===== config.mk =====
export PLATFORM = sky130hd
export DESIGN_NAME = texture_rom_arbiter
export DESIGN_NICKNAME = d
export VERILOG_FILES = /design/src/rtl/tex_arb_pkg.sv /design/src/rtl/tex_tag_pipe.sv /design/src/rtl/texture_rom_arbiter.sv
export SDC_FILE = /design/constraint.sdc
export NUM_CORES = 1
export LEC_CHECK = 0
export BUFFER_PORTS_ARGS = -buffer_cell sky130_fd_sc_hd__buf_4
export CAP_MARGIN = 20
export CORE_MARGIN = 2
export CORE_UTILIZATION = 30
export DETAILED_ROUTE_END_ITERATION = 16
export PLACE_DENSITY = 0.78
export SLEW_MARGIN = 40
export SYNTH_ARGS = -nofsm -noshare
export SYNTH_HDL_FRONTEND = slang
export SYNTH_HIERARCHICAL = 1
export SYNTH_SLANG_ARGS = --single-unit

===== constraint.sdc =====
create_clock -name clk -period 2.72 [get_ports clk]
set_input_delay 0.544 -clock clk [delete_from_list [all_inputs] [get_ports clk]]
set_output_delay 0.544 -clock clk [all_outputs]
set_load 0.03 [all_outputs]

===== src/rtl/tex_arb_pkg.sv =====
// Shared types and grant helpers for the texture ROM arbiter.
// The helpers work on a MAX_REQ-wide valid vector; unused requester bits must be zero.
package tex_arb_pkg;

    localparam int MAX_REQ = 4;

    typedef struct packed {
        logic       v;
        logic [1:0] idx;
    } tex_tag_t;

    // Zero-extended valid bits make a modulo-MAX_REQ search equal to a modulo-N_REQ one.
    function automatic logic [1:0] rr_pick(input logic [MAX_REQ-1:0] valid,
                                           input logic [1:0]         last);
        logic [1:0] cand;
        logic       found;
        rr_pick = last;
        found   = 1'b0;
        for (int k = 1; k <= MAX_REQ; k++) begin
            cand = last + 2'(k);
            if (!found && valid[cand]) begin
                rr_pick = cand;
                found   = 1'b1;
            end else begin
                found = found;
            end
        end
    endfunction

    function automatic logic [1:0] fixed_pick(input logic [MAX_REQ-1:0] valid);
        fixed_pick = 2'd0;
        for (int k = MAX_REQ - 1; k >= 0; k--) begin
            if (valid[k]) begin
                fixed_pick = 2'(k);
            end else begin
                fixed_pick = fixed_pick;
            end
        end
    endfunction

endpackage


===== src/rtl/tex_tag_pipe.sv =====
// Shift pipe carrying grant tags alongside the ROM read latency.
// Asynchronous clear drops every in-flight tag the moment reset asserts.
module tex_tag_pipe
    import tex_arb_pkg::*;
#(
    parameter int DEPTH = 1
) (
    input  logic     clk,
    input  logic     reset_n,
    input  tex_tag_t tag_in,
    output tex_tag_t tag_out
);

    tex_tag_t stage_r [DEPTH];

    // Tag shift register with asynchronous clear.
    always_ff @(posedge clk or negedge reset_n) begin
        if (!reset_n) begin
            for (int i = 0; i < DEPTH; i++) begin
                stage_r[i] <= '{v: 1'b0, idx: 2'b00};
            end
        end else begin
            stage_r[0] <= tag_in;
            for (int i = 1; i < DEPTH; i++) begin
                stage_r[i] <= stage_r[i-1];
            end
        end
    end

    assign tag_out = stage_r[DEPTH-1];

endmodule


===== src/rtl/texture_rom_arbiter.sv =====
// Arbitrates up to four requesters onto one synchronous texture ROM and routes texels back.
// Build option: TEX_ARB_FIXED_PRIO_EN selects fixed lowest-index priority instead of round-robin.
module texture_rom_arbiter
    import tex_arb_pkg::*;
#(
    parameter int N_REQ   = 2,
    parameter int AW      = 10,
    parameter int DW      = 16,
    parameter int ROM_LAT = 1
) (
    input  logic                clk,
    input  logic                reset_n,
    input  logic [N_REQ-1:0]    req_valid,
    input  logic [N_REQ*AW-1:0] req_addr,
    output logic [N_REQ-1:0]    req_ready,
    output logic [N_REQ-1:0]    rsp_valid,
    output logic [DW-1:0]       rsp_data,
    output logic                rom_ce,
    output logic                rom_oce,
    output logic                rom_reset,
    output logic [AW-1:0]       rom_ad,
    input  logic [DW-1:0]       rom_dout
);

    logic [MAX_REQ-1:0] valid_ext_s;
    logic               any_valid_s;
    logic [1:0]         grant_idx_s;
    tex_tag_t           tag_in_s;
    tex_tag_t           tag_out_s;

    // Widen the request vector so the pick helpers see zeros above N_REQ.
    always_comb begin
        valid_ext_s              = {MAX_REQ{1'b0}};
        valid_ext_s[N_REQ-1:0]   = req_valid;
        any_valid_s              = |req_valid;
    end

`ifdef TEX_ARB_FIXED_PRIO_EN
    assign grant_idx_s = fixed_pick(valid_ext_s);
`else
    logic [1:0] last_grant_r;

    assign grant_idx_s = rr_pick(valid_ext_s, last_grant_r);

    // Round-robin pointer; reset value makes requester 0 the first winner.
    always_ff @(posedge clk or negedge reset_n) begin
        if (!reset_n) begin
            last_grant_r <= 2'(N_REQ - 1);
        end else if (any_valid_s) begin
            last_grant_r <= grant_idx_s;
        end else begin
            last_grant_r <= last_grant_r;
        end
    end
`endif

    // Grant decode: one-hot ready, ROM address/enable and the tag for the pipe.
    always_comb begin
        req_ready = {N_REQ{1'b0}};
        rom_ce    = 1'b0;
        rom_ad    = {AW{1'b0}};
        tag_in_s  = '{v: 1'b0, idx: 2'b00};
        if (any_valid_s) begin
            rom_ce       = 1'b1;
            tag_in_s.v   = 1'b1;
            tag_in_s.idx = grant_idx_s;
            for (int i = 0; i < N_REQ; i++) begin
                if (grant_idx_s == 2'(i)) begin
                    req_ready[i] = 1'b1;
                    rom_ad       = req_addr[i*AW +: AW];
                end else begin
                    req_ready[i] = 1'b0;
                end
            end
        end else begin
            rom_ce = 1'b0;
        end
    end

    tex_tag_pipe #(
        .DEPTH (ROM_LAT)
    ) u_tag_pipe (
        .clk     (clk),
        .reset_n (reset_n),
        .tag_in  (tag_in_s),
        .tag_out (tag_out_s)
    );

    // Route the emerging tag to a one-hot response valid.
    always_comb begin
        rsp_valid = {N_REQ{1'b0}};
        for (int i = 0; i < N_REQ; i++) begin
            if (tag_out_s.v && (tag_out_s.idx == 2'(i))) begin
                rsp_valid[i] = 1'b1;
            end else begin
                rsp_valid[i] = 1'b0;
            end
        end
    end

    assign rsp_data  = rom_dout;
    assign rom_oce   = 1'b1;
    assign rom_reset = ~reset_n;

endmodule


Word-level counts from Yosys, hierarchy flattened. Index checks and enable logic that the tools add are counted.

Word-level logic and storage cells: 49. Register bits after elaboration: 5.

Bitwise operators: 1. Order comparisons: 4. Reduce and logical (&&, ||, !) cells: 11. Multiplexer cells: 25. Equal/unequal tests: 2. $add $sub $neg: 3.

Operator list (count): 2-to-1 mux 10 bit (3); less-than comparator 2 x 3 -> 1 bit (second input constant) (4); 2-to-1 mux 1 bit (12); 2-to-1 mux 2 bit (5); binary-select mux 1 bit (select 2 bit) (4); logical AND 1 bit (5); adder 2 bit (second input constant) (2); == test 2 x 1 -> 1 bit (second input constant) (2); logical NOT 2 bit (2); logical NOT 1 bit (3); 2-to-1 mux 3 bit (1); adder 2 x 1 -> 2 bit (second input constant) (1); OR reduction 2 bit (1); inverter 1 bit (1).

Longest topological paths before layout. Gate-level depths: netlist of run 1.

Depth after elaboration: 17. Mapped depth: 3. Depth with buffers taken out: 2.

By module. The synthesis of run 1 kept the hierarchy.

Modules (own cells, without submodules): texture_rom_arbiter (cells an instance 68, area an instance 426.7 µm², instances 1); tex_tag_pipe (cells an instance 3, area an instance 75.1 µm², instances 1).

Least setup slack after synthesis of run 1. Ideal clock, no wire load.

Kind: input to output. Start point: input port req_valid[1]. End point: output port rom_ad[0]. Path slack: 819 ps. Stages: 3. Arrival time: 1357 ps. Required time: 2176 ps. Cell sequence: nor3b_2 -> buf_4 -> o22ai_1.

Word-level cells in the longest chain between the ends: 16. Elaborated cells between the ends (all ways): 27.

RTL lines: from (decl) (RTL line texture_rom_arbiter.sv:13) `input logic [N_REQ-1:0] req_valid,`; binary-select mux 1 bit (select 2 bit) (RTL line tex_arb_pkg.sv:21) `if (!found && valid[cand]) begin`; 2-to-1 mux 1 bit (implied by the code) (RTL line tex_arb_pkg.sv:21); 2-to-1 mux 1 bit (RTL line tex_arb_pkg.sv:21); logical NOT 1 bit (RTL line tex_arb_pkg.sv:21); logical AND 1 bit (RTL line tex_arb_pkg.sv:21); 2-to-1 mux 1 bit (RTL line tex_arb_pkg.sv:21); logical NOT 1 bit (RTL line tex_arb_pkg.sv:21); logical AND 1 bit (RTL line tex_arb_pkg.sv:21); 2-to-1 mux 1 bit (RTL line tex_arb_pkg.sv:21); logical NOT 1 bit (RTL line tex_arb_pkg.sv:21); logical AND 1 bit (RTL line tex_arb_pkg.sv:21); 2-to-1 mux 2 bit (RTL line tex_arb_pkg.sv:21); logical NOT 2 bit (RTL line texture_rom_arbiter.sv:68) `if (grant_idx_s == 2'(i)) begin`; 2-to-1 mux 10 bit (2 in a row) (RTL line texture_rom_arbiter.sv:68); 2-to-1 mux 10 bit * (RTL line texture_rom_arbiter.sv:63) `if (any_valid_s) begin`; to (decl) (RTL line texture_rom_arbiter.sv:21) `output logic [AW-1:0] rom_ad,`.

Every way passes the cells marked *; elsewhere a longest branch is shown, timed or not. The select of a mux whose other input is x is not followed.

Worst setup path after layout of run 1.
Start point: input port req_valid[1]. End point: output port rom_ad[2].

The elaborated chain is that of the path after synthesis.

==> results.yml, run 1 <==
run_status:
  status: "complete, no violations"
cells_and_area:
  diodes: 0
  area_growth_pct: 37.7
  final_util_pct: 44.8
  drive_above_1_share_pct: 48.4
  fin_nets: 134
  fin_cells: 109
  multi_input_area_um2: 218
  seq_area_um2: 126
  fillers: 168
synth:
  syn_nets: 111
  synth_top_area_share_pct: 26.9
  synth.most_common_cell: "nand2_1"
  synth_commonest_cells: "nand2_1, buf_4, o22ai_1"
  ys_seq_area_share_pct: 25.2
  synth_edf_count: 0
  postSynthAreaPerCell_um2: 7.07
  synthesis.area_um2: 502
  yosys.area.top_type: "buf_4"
  ys_seq_elements: 5
  ys_types: 15
  syn_inst: 71
  synth_area_leaders: "buf_4, dfrtp_1, nand2_1, o22ai_1, dfstp_2"
  yosysWarningCount: 6
  synth-main-ff-cell: "dfrtp_1"
  synthArstFlopShare_pct: 100
place:
  dp_cells: 105
  hpwl_um: 1030
  port_buffers: 39
  gp_congestion: 0.666
pwr:
  total_leakage_power_uw: 0.000363
  p_total_uw: 318
  peakVddDrop_mv: 0.152
  power.density_mw_per_mm2: 461
clock_network:
  numClockSinks: 5
  clockRootBuffer: "clkbuf_4"
  clock_latency_ns: 0.24
  ctsResizeCount: 0
  htreeDepth: 1
  clk_path_buf_depth: 2
  cts.clk_slew.worst_paths_ns: 0.05
  ctsHoldBuffers: 0
  cts_tree: "done"
  postCtsSetupRepairBufs: 0
  cts_made_buffers: 3
setup_path:
  rrSetupSlack_ns: 1.59
  end_kind: "output port"
  worstPathArrival_ns: 1.64
  crit_required_ns: 2.18
  critPathKind: "in2out"
  startpoint_type: "input port"
  crit_fanout: 15
min_path:
  worstHoldPathType: "in2async"
drt:
  avgViaCountPerCell: 4.95
  drt-initial-drc-count: 1
  drt_pre_antenna_iters: 3
  drc_errors: 0
  wire_per_inst_um: 11.8
  vias: 540
  ant_nets: 0
  wl_um: 1280
global_route:
  grt_pass1_vias: 505
  met2_usage_pct: 24.9
  met3_usage_pct: 4.40
  grt_first_pass_wirelength_um: 2010
  grt_use_met1_pct: 12.9
  grt_busiest_layer: "met2"
  overflow: 0
  antenna_found_initial: 0
  grt_max_degree: 16
  grt.total_usage_pct: 13.9
flow_run:
  cap_viol_max_count: 0
floorplan:
  die_h_um: 44.9
  coreArea_mm2: 0.00154
  die_area_mm2: 0.00202
  io_pins: 73
  initial_core_util_pct: 32.5
  core.rowCount: 14
  die-width_um: 44.9
timing:
  slew_violations: 0
  tns_ns: 0
  finalCritPeriodShare_pct: 80.1
  hold_ws_ns: 0.0948
  fin_skew_ns: 0.00541
  max_slew_margin_pct: 58.6
  rsz0062_at_grt: "false"
  tightest_slew_ns: 0.618
  fmax_ghz: 0.459
  final.min_clock_period_ns: 2.18
  finalSetupViolCount: 0
  hold_viol_final: 0
path summary, 6_finish.rpt:
kind / startpoint / endpoint / depth (start not counted)
worst min register to register: last_grant_r[0]$_DFFE_PN1P_ / last_grant_r[0]$_DFFE_PN1P_ / 2
max in group asynchronous: reset_n / last_grant_r[0]$_DFFE_PN1P_ / 1
min in group clk: last_grant_r[0]$_DFFE_PN1P_ / last_grant_r[0]$_DFFE_PN1P_ / 2
worst max register to register: last_grant_r[0]$_DFFE_PN1P_ / u_tag_pipe/tag_out[0]$_DFF_PN0_ / 2
worst max-delay path: req_valid[1] / rom_ad[2] / 4
worst min-delay path: reset_n / u_tag_pipe/tag_out[0]$_DFF_PN0_ / 1
registers in the layout, indices dropped and copies added, names as in the netlist:
signal and flops:
last_grant_r 2, u_tag_pipe/tag_out 3
critical path, stage by stage:
cell	delay (ns)
buf_4	0.16
nor3b_2	0.55
o22ai_1	0.19
buf_4	0.20
final cells by class:
class	count	share of cell area (%)
repair buffers	39	42.4
multi-input cells	43	31.5
flip-flops and latches	5	18.3
clock buffers	4	3.80
well taps	16	2.90
inverters	2	1.09
per-stage QoR:
step           instance area, um2  worst slack [ns]
2_1_floorplan                 502             0.819
3_3_place_gp                  664             0.513
3_5_place_dp                  664             0.501
4_1_cts                       691             0.501
5_1_grt                       691             0.381
6_report                      691             0.540
logic make-up after synthesis:
kind of cell    synth area share, %
simple gates                   27.9
buf+inv                        31.4
compound gates                 14.0
flops                          25.2
other cells                    1.50
placed cells by master (no fill, tap or decap):
master,count
nand2_1,20
or2_2,1
clkbuf_1,1
nor2b_1,3
and3b_1,1
buf_4,39
o22ai_1,10
dfstp_2,1
nor3b_1,1
nor2_1,3
o21a_1,1
clkbuf_4,3
conb_1,2
nor3b_2,1
inv_1,2
dfrtp_1,4
power breakdown:
group | leakage, uW | switching, uW | total, uW | internal (uW)
registers | 0.0000588 | 3.14 | 84.6 | 81.4
logic | 0.000290 | 84.8 | 148 | 62.8
clock network | 0.0000150 | 30.5 | 85.9 | 55.5
total | 0.000363 | 118 | 318 | 200
per-layer routing:
metal  up-vias  share of wire [%]
li1        255                  -
met1       245                 33
met2        32                 52
met3         8                 13
met4         0                1.5
met5         -                  0
Power figures use the tool's default switching activity.
==> inputs of run 2 (changes only) <==
Settings changed: ABC_AREA set to 1, CORE_UTILIZATION 30 to 26, PLACE_DENSITY 0.78 to 0.71.
Clock period 2.72 ns to 2 ns, I/O delays scaled along.
==> run 2 against run 1 <==
Net effect:
- first-iteration DRC count grew to 4.0 times the previous value
- sequential power is 38% higher
- worst hold slack better by 0.34 ns
- critical endpoint is now rom_ad[3]
- largest cell class unchanged
- highest routed layer unchanged
==> results.yml, run 2 <==
floorplan:
  die-width_um: 48.6
  io_pins: 73
  die_area_mm2: 0.00236
  core.rowCount: 16
  coreArea_mm2: 0.00192
  die_h_um: 48.6
  initial_core_util_pct: 26.9
drt:
  avgViaCountPerCell: 4.36
  drt-initial-drc-count: 4
  drt_pre_antenna_iters: 2
  drc_errors: 0
  ant_nets: 0
  wire_per_inst_um: 10.1
  wl_um: 1280
  vias: 554
synth:
  synth_top_area_share_pct: 24.7
  postSynthAreaPerCell_um2: 7.28
  syn_nets: 111
  synth_commonest_cells: "buf_4, nor2_1, inv_1"
  yosys.area.top_type: "buf_4"
  synth_area_leaders: "buf_4, dfrtp_1, nor2_1, dfstp_2, nand3_1"
  synth-main-ff-cell: "dfrtp_1"
  synthArstFlopShare_pct: 100
  synth_edf_count: 0
  synth.most_common_cell: "buf_4"
  ys_seq_area_share_pct: 24.5
  ys_types: 19
  ys_seq_elements: 5
  synthesis.area_um2: 517
  syn_inst: 71
  yosysWarningCount: 6
flow_run:
  cap_viol_max_count: 0
setup_path:
  r2r-end: "u_tag_pipe/tag_out[0]$_DFF_PN0_"
  end_kind: "output port"
  worstPathArrival_ns: 1.52
  startpoint_type: "flop"
  r2r_cells: 3
  timing.rr.start: "last_grant_r[0]$_DFFE_PN1P_"
  rrSetupSlack_ns: 1.02
  critPathKind: "reg2out"
  crit_fanout: 11
  crit_required_ns: 1.60
global_route:
  grt_first_pass_wirelength_um: 2020
  grt_max_degree: 14
  antenna_found_initial: 0
  grt.total_usage_pct: 11.0
  overflow: 0
  grt_pass1_vias: 533
cells_and_area:
  final_util_pct: 40.1
  largest_reg_flops: 3
  seq_area_um2: 126
  multi_input_area_um2: 229
  fillers: 224
  layout_common_cells: "buf_4, nor2_1, inv_1, nand3_1, o21ai_0"
  fin_nets: 141
  drive_above_1_share_pct: 52.0
  final_common_cell: "buf_4"
  fin_cells: 127
  diodes: 0
  area_growth_pct: 49.2
pwr:
  power.density_mw_per_mm2: 668
  p_total_uw: 515
  peakVddDrop_mv: 0.385
  total_leakage_power_uw: 0.000410
place:
  hpwl_um: 1040
  dp_cells: 120
  gp_congestion: 0.795
  port_buffers: 39
clock_network:
  cts.clk_slew.worst_paths_ns: 0.04
  htreeDepth: 1
  clock_latency_ns: 0.24
  clockRootBuffer: "clkbuf_4"
  cts_made_buffers: 3
  numClockSinks: 5
  cts_tree: "done"
  clk_path_buf_depth: 2
min_path:
  min_from: "req_valid[1]"
  worstHoldPathType: "in2reg"
  min_to: "u_tag_pipe/tag_out[0]$_DFF_PN0_"
  hold_depth: 3
timing:
  slew_violations: 0
  fmax_ghz: 0.521
  finalCritPeriodShare_pct: 95.9
  finalSetupViolCount: 0
  fin_skew_ns: 0.00218
  hold_viol_final: 0
  final.min_clock_period_ns: 1.92
run_status:
  status: "complete, no violations"
[run 2: critical path, cell delays in order (launching register included)]
cell and delay, ns:
dfstp_2 0.55, or2_4 0.17, nand2_8 0.09, buf_4 0.16, nor2_1 0.08, nor2_1 0.05, buf_4 0.16
[run 2: where the power goes]
part	internal, uW	switching (uW)	leakage [uW]
Clock	75.4	41.1	0.0000150
Combinational	118	164	0.000337
Sequential	112	4.83	0.0000585
[run 2: logic make-up after synthesis]
kind of cell / count (synthesis) / synth area share (%)
AOI/OAI and AO/OA: 10 / 11.9
DFF: 5 / 24.5
and+or+nand+nor: 30 / 29.3
buffers and inverters: 24 / 32.9
other: 2 / 1.45
[run 2: per-layer routing]
metal	track usage, %	part of all wire (%)	up-vias
li1	-	-	269
met1	11.3	35	240
met2	16.9	48	37
met3	4.01	13	8
met4	11.4	3.7	0
met5	0	0	-
[run 2: worst max-delay path by stage]
stage                                            from        end  slack (ns)  depth (start not counted)
after detailed placement                 req_valid[1]  rom_ad[3]        0.13                          7
after global routing      last_grant_r[0]$_DFFE_PN1P_  rom_ad[8]     -0.0005                          6
final                     last_grant_r[0]$_DFFE_PN1P_  rom_ad[3]        0.08                          6
after global placement                   req_valid[1]  rom_ad[5]        0.18                          7
after floorplan                          req_valid[1]  rom_ad[0]        0.17                          5
after CTS                 last_grant_r[0]$_DFFE_PN1P_  rom_ad[4]        0.04                          6
[run 2: repair_timing]
item | 4_1_cts | 5_1_grt
hold endpoints to repair | 4 | 0
setup buffers | 0 | 2
resized for setup | 1 | 4
hold buffers | 1 | 0
pin swaps | 0 | 3
gates cloned | 0 | 0
endpoints found under the setup margin | 3 | 4
[run 2: through the flow]
step                cell area, um2  hold slack [ns]  worst slack [ns]   TNS [ns]
CTS                            739            0.438            0.0431          0
global route                   771            0.468         -0.000488  -0.000488
detailed placement             703            0.206             0.134          0
floorplan                      517            0.104             0.166          0
global placement               703            0.205             0.179          0
finish                         771            0.438            0.0823          0
[run 2: final cells by class]
cell class / instances / share of cell area, %
sequential: 5 / 16.4
inverter: 6 / 3.90
multi-input combinational: 42 / 29.7
tap: 27 / 4.38
clock buffer: 4 / 3.41
timing repair buffer: 43 / 42.2
